==> src/rtl/ff_bank_pkg.sv <==
// ff_bank_pkg
//   Shared definitions for the multimode flip-flop bank.
//   MODE_* : 2-bit mode encodings (SR, JK, D, T).
//   ff_next: next state of one cell for a given mode, data pair and current Q.
package ff_bank_pkg;

    localparam logic [1:0] MODE_SR = 2'b00;
    localparam logic [1:0] MODE_JK = 2'b01;
    localparam logic [1:0] MODE_D  = 2'b10;
    localparam logic [1:0] MODE_T  = 2'b11;

    // a/b carry S/R, J/K, D/-, T/- depending on mode.
    // In SR mode the S=R=1 case holds; flagging it is the caller's job.
    function automatic logic ff_next(input logic [1:0] mode,
                                     input logic       a,
                                     input logic       b,
                                     input logic       q);
        logic q_next;
        q_next = q;
        case (mode)
            MODE_SR: begin
                case ({a, b})
                    2'b10:   q_next = 1'b1;
                    2'b01:   q_next = 1'b0;
                    default: q_next = q;
                endcase
            end
            MODE_JK: begin
                case ({a, b})
                    2'b10:   q_next = 1'b1;
                    2'b01:   q_next = 1'b0;
                    2'b11:   q_next = ~q;
                    default: q_next = q;
                endcase
            end
            MODE_D:  q_next = a;
            MODE_T:  q_next = q ^ a;
            default: q_next = q;
        endcase
        return q_next;
    endfunction

endpackage

==> src/rtl/ff_cell.sv <==
// ff_cell
//   One storage bit of the multimode bank.
//   clk  : clock, state updates on posedge
//   rst  : synchronous active-high reset, loads RST_VAL
//   en   : update enable, 0 holds the cell
//   mode : SR / JK / D / T select
//   a, b : S/J/D/T and R/K inputs
//   q    : cell state
//   chg  : 1 for the cycle after an edge where q changed
//   evt  : combinational illegal-event strobe (SR mode, S=R=1, en=1)
module ff_cell
    import ff_bank_pkg::*;
#(
    parameter logic RST_VAL = 1'b0
) (
    input  logic       clk,
    input  logic       rst,
    input  logic       en,
    input  logic [1:0] mode,
    input  logic       a,
    input  logic       b,
    output logic       q,
    output logic       chg,
    output logic       evt
);

    logic q_next;

    always_comb begin
        q_next = q;
        if (en) begin
            q_next = ff_next(mode, a, b, q);
        end
    end

    assign evt = en & (mode == MODE_SR) & a & b;

    // chg is registered on the same edge as q, so it is high exactly while
    // the new q is first visible. Reset never raises it.
    always_ff @(posedge clk) begin
        if (rst) begin
            q   <= RST_VAL;
            chg <= 1'b0;
        end else begin
            q   <= q_next;
            chg <= q_next ^ q;
        end
    end

endmodule

==> src/rtl/multimode_ff_bank.sv <==
// multimode_ff_bank
//   WIDTH independent cells sharing one mode select, plus sticky per-cell
//   illegal flags and a saturating count of edges carrying any illegal event.
//   clk     : clock, all state updates on posedge
//   rst     : synchronous active-high reset (overrides en, mode, clr_err)
//   en      : cell update enable
//   mode    : 00=SR 01=JK 10=D 11=T
//   a, b    : per-cell data inputs
//   clr_err : clears illegal and err_cnt, wins over a same-edge event
//   q, qbar : cell state and its complement
//   chg     : per-cell change strobe
//   illegal : sticky per-cell S=R=1 flag
//   err_cnt : saturating count of edges with any illegal cell
module multimode_ff_bank
    import ff_bank_pkg::*;
#(
    parameter int unsigned WIDTH   = 4,
    parameter int unsigned CNT_W   = 8,
    parameter logic        RST_VAL = 1'b0
) (
    input  logic             clk,
    input  logic             rst,
    input  logic             en,
    input  logic [1:0]       mode,
    input  logic [WIDTH-1:0] a,
    input  logic [WIDTH-1:0] b,
    input  logic             clr_err,
    output logic [WIDTH-1:0] q,
    output logic [WIDTH-1:0] qbar,
    output logic [WIDTH-1:0] chg,
    output logic [WIDTH-1:0] illegal,
    output logic [CNT_W-1:0] err_cnt
);

    logic [WIDTH-1:0] evt;

    for (genvar i = 0; i < WIDTH; i++) begin : g_cell
        ff_cell #(
            .RST_VAL (RST_VAL)
        ) u_cell (
            .clk  (clk),
            .rst  (rst),
            .en   (en),
            .mode (mode),
            .a    (a[i]),
            .b    (b[i]),
            .q    (q[i]),
            .chg  (chg[i]),
            .evt  (evt[i])
        );
    end

    assign qbar = ~q;

    // One count per edge no matter how many cells flagged; held at all-ones.
    always_ff @(posedge clk) begin
        if (rst || clr_err) begin
            illegal <= '0;
            err_cnt <= '0;
        end else begin
            illegal <= illegal | evt;
            if ((|evt) && (err_cnt != {CNT_W{1'b1}})) begin
                err_cnt <= err_cnt + {{(CNT_W-1){1'b0}}, 1'b1};
            end
        end
    end

endmodule

==> config.mk <==
export PLATFORM = sky130hd
export DESIGN_NAME = multimode_ff_bank
export DESIGN_NICKNAME = d
export VERILOG_FILES = /design/src/rtl/ff_bank_pkg.sv /design/src/rtl/ff_cell.sv /design/src/rtl/multimode_ff_bank.sv
export SDC_FILE = /design/constraint.sdc
export NUM_CORES = 1
export LEC_CHECK = 0
export BUFFER_PORTS_ARGS = -buffer_cell sky130_fd_sc_hd__buf_2
export CORE_ASPECT_RATIO = 1.25
export CORE_MARGIN = 4
export CORE_UTILIZATION = 55
export CTS_CLUSTER_DIAMETER = 100
export CTS_CLUSTER_SIZE = 24
export DETAILED_ROUTE_END_ITERATION = 7
export GPL_TIMING_DRIVEN = 0
export PLACE_DENSITY = 0.9
export SYNTH_ARGS = -nofsm -noshare
export SYNTH_HDL_FRONTEND = slang
export SYNTH_SLANG_ARGS = --single-unit
==> constraint.sdc <==
create_clock -name clk -period 3.2 [get_ports clk]
set_input_delay 0.32 -clock clk [delete_from_list [all_inputs] [get_ports clk]]
set_output_delay 0.32 -clock clk [all_outputs]
set_load 0.05 [all_outputs]
==> summary.md <==
| Metric | Value |
|---|---|
| Status | completed |
| Cells after Synth | between 150 and 200 |
| Setup Viol. Count Final | 0 |
| DR DRC count | 0 |
| Pwr Total | roughly 530 µW |
| Fin cells | 231 |
| Slew Limit Headroom | between 60% and 70% |
| Final #Nets | ~220 |
| Async S/R FF share, synth | 0% |
| Dominant cells by area after synthesis | dfxtp_1 31%, ha_1 4.8%, a21oi_1 4.6% |
| Port Buffers | 36 |
| Worst Path Max Fanout | 10 |
| Crit Path Class | flip-flop to flip-flop |
| Met2 Wirelength | around 1.7 mm |
| Ys Warns | 0 |
| WL met1 | 1.24 mm |
| First-pass GRT wire length | about 5.4 mm |
| Largest net degree at the start of global routing | 11 |
| Post-cts resize count | 0 |
| Core Area | ~0.0022 mm² |
| Max-slew violations | 0 |
| Total Wirelength | 3.22 mm |
| Worst EP required | about 3.4 ns |
| Final Cycle Share | between 50% and 60% |
| Synthesized Nets | between 150 and 200 |
| CTS root buf | clkbuf_4 |
| Final Skew | around 0.0046 ns |
| Clock slew at the register clock pins of the worst setup and hold paths | around 0.11 ns |
| Gpl congestion | between 0.8 and 0.9 |
| Fin Setup TNS | 0 ns |
| Drt first pass iters | 4 |
| Final Util | between 60% and 70% |
| Most used flip-flop cell after synthesis | dfxtp_1 |
| Cell Pwr Density | 343 mW/mm² |
| Area growth syn-to-layout | 18.6% |
| Starting Density | between 50 and 60% |
| I/O pin count | 38 |
| Vias in the first global route | between 1000 and 1500 |
| Most frequent cell after synthesis | dfxtp_1 |
| Layout cells sized above 1 | between 20% and 30% |
| Total clock sinks | 20 |
| DIE WIDTH | around 51 µm |
| Global route overflow | 0 |
| Cells after DPL | 228 |
| DR vias | about 1300 |
| Final Instance Area | between 0.0015 and 0.002 mm² |
| Peak supply drop | 236 µV |
| Clk_lat worst skew | between 0.2 and 0.3 ns |
| Lkg Pwr | just over 0.7 nW |
| DR WL met3 | between 150 and 200 µm |
| Flops & latches, synth | 20 |
| Maxcap violations | 0 |
| Global Route Usage Sum | about a fifth |
| Die Ht | 62.3 µm |
| Row Count | 19 |
| RSZ-0062 raised after global routing | false |
| Final count of hold timing violations | 0 |
| Post-Syn Area | about 0.0013 mm² |
| Yosys top cell by area | dfxtp_1 |
| H-tree depth | 1 |
| Yosys cell types | 42 |
| Clock Tree Buf Depth | 2 |
| Post-CTS Setup Bufs | 0 |
| Area share of the largest cell type after synthesis | between 30% and 40% |
| Detailed placement HPWL | between 2 and 3 mm |
| Cts hold-fix bufs | 0 |
| Post-synth top cells | 20 x dfxtp_1, 13 x inv_1, 12 x a21oi_1, 10 x nor2_1 |
| Vias per cell | just under 6 |
| Seq/Total Area, Yosys | 30.9% |
| Mapped Avg Cell Area | 8.06 µm² |
| CP Launch Type | flip-flop |
| Final min period | around 1.9 ns |
| 1st-iter DRT viols | 47 |
| HP Class | input pin to flip-flop |
| Area post-placement | 0.00152 mm² |
| Initial antenna violation count | 0 |
| CTS tree | done |
| N_diodes | 0 |
| CP Capture Type | flip-flop |
| Top routing layer used | met4 |
| EDFF count, synth | 0 |
| Max frequency | approximately 530 MHz |
| Crit path arrival time | roughly 2.1 ns |
| Worst Max-Slew Pin Slew | between 0.4 and 0.5 ns |
| DRT antenna net count | 0 |
| Num CTS Buffers | 3 |
| Die area | 0.00320 mm² |
| Avg WL per Cell | 13.9 µm |
==> worst max-delay path, stage by stage, from the launching register on <==
cell and delay [ns]:
dfxtp_1 0.37, ha_1 0.26, and4_1 0.22, and2_1 0.16, clkbuf_1 0.20, or4_1 0.43
a21oi_1 0.16
==> cell usage in the layout, fill, tap and decap left out, types with 2 or more instances in the layout <==
cell and instances:
buf_2 37, dfxtp_1 20, inv_1 13, a21oi_1 12
nor2_1 10, o21ai_0 8, buf_4 8, nand2_1 7
o31ai_1 7, nand3_1 7, clkbuf_1 5, mux2i_1 5
a31oi_1 5, and3_1 5, ha_1 5, and3b_1 4
a211oi_1 3, nor2b_1 3, nor3_1 3, or4_1 3
clkbuf_4 3, nand3b_1 2, o211ai_1 2, nand2b_1 2
nor3b_1 2, or3_1 2
==> logic make-up after synthesis <==
group	count (synthesis)	share of synthesized area [%]
flip-flops	20	30.9
multiplexers	6	4.73
XOR/XNOR	1	0.675
AND/OR/NAND/NOR	57	25.8
buffers and inverters	28	11.1
AO/OA/AOI/OAI	44	22.0
adder cells (fa/ha/maj)	5	4.82
==> path summary, 6_finish.rpt <==
path,start,slack [ns],to,cells after the start
setup / recovery,err_cnt[0],1.31,err_cnt[3],6
hold / removal,rst,0.31,g_cell[2].u_cell.q,2
setup reg to reg,err_cnt[0],1.31,err_cnt[3],6
hold reg to reg,illegal[1],0.49,illegal[1],2
==> state kept, by name (all words and copies together) (netlist names) <==
| register | flops |
|---|---|
| err_cnt | 8 |
| illegal | 4 |
| g_cell.u_cell.chg | 4 |
| g_cell.u_cell.q | 4 |
==> layout make-up <==
cell class / count / area (µm²)
multi-input combinational: 113 / 753
fill: 210 / 696
sequential: 20 / 400
timing repair buffer: 36 / 180
buffer: 15 / 95.1
inverter: 13 / 48.8
tap: 31 / 38.8
clock buffer: 3 / 22.5
==> power by group <==
group          switching, mW  internal, mW  total [mW]
registers            0.00811         0.257       0.265
logic                 0.0965        0.0526       0.149
clock network         0.0702        0.0438       0.114
total                  0.175         0.353       0.528
==> stage by stage <==
stage,hold slack [ns],setup slack [ns]
3_5_place_dp,0.461,1.31
3_3_place_gp,0.463,1.35
5_1_grt,0.299,1.20
4_1_cts,0.294,1.32
2_1_floorplan,0.392,1.29
6_report,0.308,1.31
==> metal layers <==
layer / vias up / GRT usage [%]
met5: - / 0
met4: 0 / 8.52
met3: 8 / 3.35
met2: 47 / 37.9
met1: 625 / 23.2
li1: 669 / -
(Power assumes the default switching activity.)
